<file path="src/rtl/tri_arb_pkg.sv">
// Shared types and widths for the tri_arbiter slice: FSM state encoding and
// the side/cosine/class widths of the triangle engine interface.
package tri_arb_pkg;

    typedef enum logic [1:0] {
        IDLE,
        SEND,
        RECV,
        RESP
    } state_t;

    localparam int LEN_W     = 8;
    localparam int COS_W     = 16;
    localparam int TRI_W     = 2;
    localparam int NUM_SIDES = 3;

    localparam int JOB_W = NUM_SIDES * LEN_W;
    localparam int RSP_W = NUM_SIDES * COS_W;

    localparam logic [1:0] LAST_BEAT = 2'(NUM_SIDES - 1);

endpackage

</file>
<file path="src/rtl/tri_arb_rr_arbiter.sv">
// Combinational round-robin picker: searches the request vector starting one
// past the last winner and returns a one-hot grant plus its encoded index.
module rr_arbiter #(
    parameter int N  = 4,
    parameter int IW = $clog2(N)
) (
    input  logic [N-1:0]  i_req,
    input  logic [IW-1:0] i_last,
    output logic [N-1:0]  o_grant,
    output logic [IW-1:0] o_idx,
    output logic          o_any
);

    int            w_cand;
    logic [IW-1:0] w_candIdx;
    logic          w_found;

    always_comb begin
        o_grant   = '0;
        o_idx     = '0;
        w_found   = 1'b0;
        w_cand    = 0;
        w_candIdx = '0;
        for (int k = 1; k <= N; k++) begin
            w_cand    = (int'(i_last) + k) % N;
            w_candIdx = IW'(w_cand);
            if (!w_found && i_req[w_candIdx]) begin
                w_found            = 1'b1;
                o_grant[w_candIdx] = 1'b1;
                o_idx              = w_candIdx;
            end
        end
    end

    assign o_any = |i_req;

endmodule

</file>
<file path="src/rtl/tri_arbiter.sv">
// Round-robin front end sharing one triangle engine among N_REQ requesters.
// Optional RECV watchdog enabled by defining TRI_ARB_TIMEOUT_EN.
module tri_arbiter
    import tri_arb_pkg::*;
#(
    parameter int N_REQ = 4
`ifdef TRI_ARB_TIMEOUT_EN
    , parameter int TIMEOUT = 255
`endif
) (
    input  logic                     i_clk,
    input  logic                     i_rst,
    input  logic [N_REQ-1:0]         i_req_valid,
    input  logic [N_REQ*JOB_W-1:0]   i_req_len,
    output logic [N_REQ-1:0]         o_req_ready,
    output logic                     o_rsp_valid,
    input  logic                     i_rsp_ready,
    output logic [$clog2(N_REQ)-1:0] o_rsp_id,
    output logic [TRI_W-1:0]         o_rsp_tri,
    output logic [RSP_W-1:0]         o_rsp_cos,
    output logic                     o_rsp_err,
    output logic                     o_eng_in_valid,
    output logic [LEN_W-1:0]         o_eng_in_length,
    input  logic                     i_eng_out_valid,
    input  logic [COS_W-1:0]         i_eng_out_cos,
    input  logic [TRI_W-1:0]         i_eng_out_tri,
    output logic                     o_busy
);

    localparam int IW = $clog2(N_REQ);

    state_t                r_state;
    logic [1:0]            r_cnt;
    logic [IW-1:0]         r_last;
    logic [IW-1:0]         r_id;
    logic [JOB_W-LEN_W-1:0] r_pend;
    logic                  r_engInValid;
    logic [LEN_W-1:0]      r_engInLen;
    logic                  r_rspValid;
    logic [TRI_W-1:0]      r_tri;
    logic [RSP_W-1:0]      r_cos;

    logic [N_REQ-1:0]      w_grant;
    logic [IW-1:0]         w_idx;
    logic                  w_any;
    logic [JOB_W-1:0]      w_jobLen;

    rr_arbiter #(
        .N  (N_REQ),
        .IW (IW)
    ) u_rr (
        .i_req   (i_req_valid),
        .i_last  (r_last),
        .o_grant (w_grant),
        .o_idx   (w_idx),
        .o_any   (w_any)
    );

    always_comb begin
        w_jobLen = '0;
        for (int i = 0; i < N_REQ; i++) begin
            if (w_grant[i]) w_jobLen = i_req_len[i*JOB_W +: JOB_W];
        end
    end

`ifdef TRI_ARB_TIMEOUT_EN
    localparam int WD_W = (TIMEOUT > 1) ? $clog2(TIMEOUT + 1) : 1;
    logic [WD_W-1:0] r_wdog;
    logic            r_err;
`endif

    // Single FSM: b and c wait in r_pend and shift out one side per SEND beat.
    always_ff @(posedge i_clk) begin
        if (i_rst) begin
            r_state      <= IDLE;
            r_cnt        <= '0;
            r_last       <= IW'(N_REQ - 1);
            r_id         <= '0;
            r_pend       <= '0;
            r_engInValid <= 1'b0;
            r_engInLen   <= '0;
            r_rspValid   <= 1'b0;
            r_tri        <= '0;
            r_cos        <= '0;
`ifdef TRI_ARB_TIMEOUT_EN
            r_wdog       <= '0;
            r_err        <= 1'b0;
`endif
        end else begin
            case (r_state)
                IDLE: begin
                    if (w_any) begin
                        r_last       <= w_idx;
                        r_id         <= w_idx;
                        r_engInValid <= 1'b1;
                        r_engInLen   <= w_jobLen[LEN_W-1:0];
                        r_pend       <= w_jobLen[JOB_W-1:LEN_W];
                        r_cnt        <= '0;
`ifdef TRI_ARB_TIMEOUT_EN
                        r_err        <= 1'b0;
`endif
                        r_state      <= SEND;
                    end
                end
                SEND: begin
                    if (r_cnt == LAST_BEAT) begin
                        r_engInValid <= 1'b0;
                        r_engInLen   <= '0;
                        r_cnt        <= '0;
`ifdef TRI_ARB_TIMEOUT_EN
                        r_wdog       <= '0;
`endif
                        r_state      <= RECV;
                    end else begin
                        r_cnt      <= r_cnt + 2'd1;
                        r_engInLen <= r_pend[LEN_W-1:0];
                        r_pend     <= r_pend >> LEN_W;
                    end
                end
                RECV: begin
                    if (i_eng_out_valid) begin
                        r_cos[r_cnt*COS_W +: COS_W] <= i_eng_out_cos;
                        if (r_cnt == 2'd0) r_tri <= i_eng_out_tri;
`ifdef TRI_ARB_TIMEOUT_EN
                        r_wdog <= '0;
`endif
                        if (r_cnt == LAST_BEAT) begin
                            r_cnt      <= '0;
                            r_rspValid <= 1'b1;
                            r_state    <= RESP;
                        end else begin
                            r_cnt <= r_cnt + 2'd1;
                        end
                    end
`ifdef TRI_ARB_TIMEOUT_EN
                    // A silent engine yields an error response with zeroed payload.
                    else if (r_wdog == WD_W'(TIMEOUT - 1)) begin
                        r_cnt      <= '0;
                        r_tri      <= '0;
                        r_cos      <= '0;
                        r_err      <= 1'b1;
                        r_rspValid <= 1'b1;
                        r_state    <= RESP;
                    end else begin
                        r_wdog <= r_wdog + 1'b1;
                    end
`endif
                end
                RESP: begin
                    if (i_rsp_ready) begin
                        r_rspValid <= 1'b0;
                        r_state    <= IDLE;
                    end
                end
                default: r_state <= IDLE;
            endcase
        end
    end

    assign o_req_ready     = (r_state == IDLE) ? w_grant : '0;
    assign o_rsp_valid     = r_rspValid;
    assign o_rsp_id        = r_id;
    assign o_rsp_tri       = r_tri;
    assign o_rsp_cos       = r_cos;
    assign o_eng_in_valid  = r_engInValid;
    assign o_eng_in_length = r_engInLen;
    assign o_busy          = (r_state != IDLE);
`ifdef TRI_ARB_TIMEOUT_EN
    assign o_rsp_err       = r_err;
`else
    assign o_rsp_err       = 1'b0;
`endif

endmodule

</file>
<file path="config.mk">
export PLATFORM = sky130hd
export DESIGN_NAME = tri_arbiter
export DESIGN_NICKNAME = d
export VERILOG_FILES = /design/src/rtl/tri_arb_pkg.sv /design/src/rtl/tri_arb_rr_arbiter.sv /design/src/rtl/tri_arbiter.sv
export SDC_FILE = /design/constraint.sdc
export NUM_CORES = 1
export LEC_CHECK = 0
export ABC_AREA = 1
export CORE_MARGIN = 2
export CORE_UTILIZATION = 48
export CTS_CLUSTER_DIAMETER = 120
export CTS_CLUSTER_SIZE = 14
export DETAILED_ROUTE_END_ITERATION = 12
export PLACE_DENSITY = 0.89
export SYNTH_ARGS = -nofsm -noshare
export SYNTH_HDL_FRONTEND = slang
export SYNTH_HIERARCHICAL = 1
export SYNTH_SLANG_ARGS = --single-unit
</file>
<file path="constraint.sdc">
create_clock -name i_clk -period 4.7 [get_ports i_clk]
set_input_delay 0.705 -clock i_clk [delete_from_list [all_inputs] [get_ports i_clk]]
set_output_delay 0.705 -clock i_clk [all_outputs]
set_load 0.01 [all_outputs]
</file>
# == Word-level counts from Yosys, hierarchy flattened ==
# Cells that the tools add are included.
# op_classes
n_bitwise,3
magnitude_cmp,8
shift,2
eq_ne,10
mux,56
addsub,6
n_reduce_logical,26
# op_table
operator,n
$mux W24,4
$bwmux W48,1
$shift A16 B34 Y48 const A,1
$shiftx A16 B34 Y48,1
$neg A6 Y34,1
$mux W16,2
$pmux W16 S2,1
$mux W2,12
$mux W4,5
$mux W1,16
$mux W8,2
$pmux W8 S2,1
$lt A2 B3 Y1 const B,4
$or A4 B4 Y4,3
$reduce_and A3 Y1,4
$ne A2 B2 Y1 const B,5
$bmux W1 S2,4
$demux W1 S2,4
$ge A2 B1 Y1 const B,4
$pmux W2 S4,1
$logic_and A1 B1 Y1,7
$add A2 B1 Y2 const B,3
$eq A2 B2 Y1 const B,3
$pmux W2 S3,1
other kinds (12),21
# word_totals
out_inout_bits,68
ff_bits,84
wordCells,121

# == Longest topological paths before layout ==
# logic_depth
word_depth,19
mapped_depth,19
depth_no_buf,16

# == By module ==
# The synthesis kept the hierarchy.
# modules_own_cells
mod,n_inst,area_each_um2,cells_each
tri_arbiter,1,4460.5,682
rr_arbiter,1,528.0,86

# == Worst setup path before layout ==
# OpenSTA, ideal clock, no wires.
# synth_path
path_kind,reg2out
startpoint,reg r_last[0]
endpoint,out o_req_ready[3]
required_time_ns,3.995
path_buffers,3
arrival_ns,2.278
stages_incl_launch_ff,15
setup_slack_ns,1.717
path_cell_list,dfxtp_1 buf_6 inv_6 ha_1 inv_1 nand3_1 nand2_1 nand2_1 inv_1 nand3_1 nand3_1 buf_1 buf_2 nand2_1 inv_1
# synth_between
elab_chain_cells,14
word_cells_on_any_way,49
classes_between,4 x add/sub; 8 x order compare; 24 x mux; 3 x bitwise; 10 x reduce/logical
# synth_rtl
element,line,rtl
from (decl),tri_arbiter.sv:34,logic [IW-1:0] r_last;
from (signal assigned),tri_arbiter.sv:77,r_last <= IW'(N_REQ - 1);
from (signal assigned),tri_arbiter.sv:93,r_last <= w_idx;
"parallel branches: the longest is 12 deep, another holds $lt A2 B3 Y1",n/a,
$mux W4 *,tri_arb_rr_arbiter.sv:27,if (!w_found && i_req[w_candIdx]) begin
via w_grant[3],tri_arbiter.sv:43,logic [N_REQ-1:0] w_grant;
$mux W4 *,tri_arbiter.sv:160,assign o_req_ready = (r_state == IDLE) ? w_grant : '0;
to (decl),tri_arbiter.sv:15,"output logic [N_REQ-1:0] o_req_ready,"
# Mark *: on every way through the listed nets, which the timed path passes. The select of a mux whose other input is x is not followed.

# == Worst setup path after layout ==
# layout_path
startpoint,reg r_last[0]
endpoint,out o_req_ready[0]
# Same word-level chain as after synthesis.

==> impl_results.md <==
- Status: finished clean
- Worst-Skew Late Latency: 350 ps
- TritonRoute pass-1 iters: 5
- Max Slew Vio Count: 0
- FF-to-FF setup slack: 1460 ps
- Count leader, synth: nand2_1
- Routed vias/inst: 5.18
- Post-route ant nets: 0
- Switching share of power: 50.6%
- Reg clk slew, reported paths: 90 ps
- Crit share post-route: 84.5%
- Post-synth cell types: 33
- Num rows: 37
- Vias in the first global route: 5,005
- Crit path kind: reg -> out
- Critical path arrival: 3270 ps
- Placed Area: 6850 sq um
- Max transition margin: 41.7%
- Clock skew: 12.5 ps
- Placer Congestion: 0.987
- # nets final: 1,067
- Final setup vio count: 0
- Post-Syn Area: 4990 sq um
- Net Sw Power: 0.00202 W
- Worst-Margin Slew: 874 ps
- Reg power frac: 22.9%
- Final setup TNS: 0 ps
- Synth Instances: 768
- Cell accounting for the most synthesized area: dfxtp_1
- Die Wd: 106 microns
- Pwr/cell area: 566 nW/um^2
- Sequential area share after synthesis: 33.7%
- Ant. Diodes: 0
- Avg Cell Area, Syn: 6.50 sq um
- Combinational share of power: 65.0%
- Hold violation total from the final report: 0
- Placed Cells: 1,053
- Fraction of registers with async set/reset: 0%
- Clk sinks: 84
- Die area: 11,200 sq um
- Number of synthesized flops with an enable pin: 0
- RSZ-0062 raised after global routing: no
- # IOs: 190
- Core area: 10,200 sq um
- Gr usage total: 26.3%
- Clock Tree Root: clkbuf_8
- DR WL/cell: 14.4 microns
- Net Count, Synth: 907
- Setup bufs post-CTS: 0
- Post-route cell area: 7030 sq um
- Max_cap viols: 0
- Antenna violations before repair: 0
- CTS Buffer Depth: 2
- TritonCTS clock tree: done
- Fmax: 252 MHz
- Number of CTS-inserted buffers: 9
- Synth Register Bits: 84
- Grt total ovfl: 0
- First-pass GRT wire length: 24.0 mm
- Clock group share of total power: 12.1%
- LEAKAGE: 3.05 nW
- H-tree Lvls: 3
- Internal power: 0.00197 W
- Layout cells sized above 1: 6.75%
- Drt initial violations: 448
- Initial core utilization: 49.0%
- Vias: 5,540
- Post_cts resized: 0
- Largest net degree at the start of global routing: 58
- Die Height: 106 microns
- Critical path startpoint category: flip-flop
- Predominant post-synthesis flop cell: dfxtp_1
- Worst setup EP type: output port
- Crit Path Max Fanout: 25
- PortBufs: 188
- Drt drc: 0
- P&R area growth vs syn: 41.0%
- Yosys top cell area share: 33.7%
- Synth top cells by count: 227 x nand2_1, 129 x a21oi_1, 84 x dfxtp_1
- Min Tclk post-route: 3970 ps
- Area contributors post-synth: dfxtp_1 34%, nand2_1 17%, a21oi_1 13%
- Cts hold-fix bufs: 0
- Req. time, crit path: 3990 ps
- DPL Wire Length: 11.5 mm
- Peak VDD IR: 0.000273 V
- Yosys warnings: 6
- Drt total wl: 15.4 mm
- Non-Filler Instances: 1,069
- Hold crit path type: reg -> reg
==> cell usage in the layout (no fill, tap or decap), drive strengths merged, types with 8 or more instances in the layout <==
cell,n
clkdlybuf4s50,187
o21ai,41
ha,17
nand3,55
nand2,239
clkbuf,9
dfxtp,84
inv,77
o211ai,8
a21oi,139
nor2,51
==> worst paths after layout <==
kind | startpoint | depth (start not counted) | end
worst max-delay path | r_last[0]$_SDFFE_PP1P_ | 13 | o_req_ready[0]
worst min-delay path | o_rsp_cos[7]$_SDFFE_PP0P_ | 2 | o_rsp_cos[7]$_SDFFE_PP0P_
worst max register to register | r_last[0]$_SDFFE_PP1P_ | 16 | r_pend[5]$_SDFFE_PP0P_
worst min register to register | o_rsp_cos[7]$_SDFFE_PP0P_ | 2 | o_rsp_cos[7]$_SDFFE_PP0P_
==> cell type report <==
| cell class | instances | area (sq um) |
|---|---|---|
| Tap cell | 136 | 170 |
| Clock inverter | 7 | 58.8 |
| Sequential cell | 84 | 1680 |
| Multi-Input combinational cell | 564 | 2790 |
| Fill cell | 907 | 3150 |
| Inverter | 76 | 293 |
| Timing Repair Buffer | 193 | 1910 |
| Clock buffer | 9 | 124 |
==> state kept, by name, indices dropped and copies added, names as in the netlist <==
signal,cells
o_eng_in_valid,1
o_rsp_id,2
r_cnt,2
o_rsp_tri,2
o_eng_in_length,8
r_state,2
o_rsp_cos,48
o_rsp_valid,1
r_last,2
r_pend,16
==> worst max-delay path, stage by stage (launching register included) <==
cell	delay, ps
dfxtp_1	710
inv_6	120
ha_1	390
inv_1	190
nand3_1	100
nand2_1	110
nand2_1	80
inv_1	110
nand3_1	80
nand3_1	80
buf_4	270
nand2_1	80
inv_1	60
clkdlybuf4s50_1	520
==> layer usage <==
| layer | wire length (microns) | vias to the layer above | global-route usage [%] |
|---|---|---|---|
| met5 | 0 | - | 0 |
| met3 | 1400 | 31 | 7.05 |
| met4 | 388 | 0 | 9.21 |
| li1 | - | 2796 | - |
| met1 | 6430 | 2481 | 31.4 |
| met2 | 7210 | 232 | 45.7 |
==> kinds of logic after synthesis <==
kind of cell / after synthesis / synth area share (%)
adder cells (fa/ha/maj): 17 / 4.26
other: 1 / 0.0752
AND/OR/NAND/NOR: 352 / 30.6
AO/OA/AOI/OAI: 194 / 21.0
flip-flops: 84 / 33.7
buffers and inverters: 120 / 10.4
==> stage by stage <==
step | setup WS (ps) | hold slack, ps | total power [W] | utilization (%)
after floorplan | 1720 | 444 | 0.00280 | -
after global placement | 1170 | 446 | 0.00346 | 67.3
after detailed placement | 1110 | 455 | 0.00350 | 67.3
after CTS | 742 | 469 | 0.00398 | 69.1
after global routing | 480 | 485 | 0.00435 | 69.1
final | 730 | 469 | 0.00398 | 69.1
==> power by group through the flow <==
stage | clock, W | combinational (W) | sequential [W]
CTS | 0.000490 | 0.00258 | 0.000913
finish | 0.000480 | 0.00259 | 0.000913
detailed placement | 0 | 0.00257 | 0.000928
global route | 0.000520 | 0.00291 | 0.000926
floorplan | 0 | 0.00187 | 0.000929
global placement | 0 | 0.00253 | 0.000923
No activity file was read; power rests on OpenSTA's default activity.
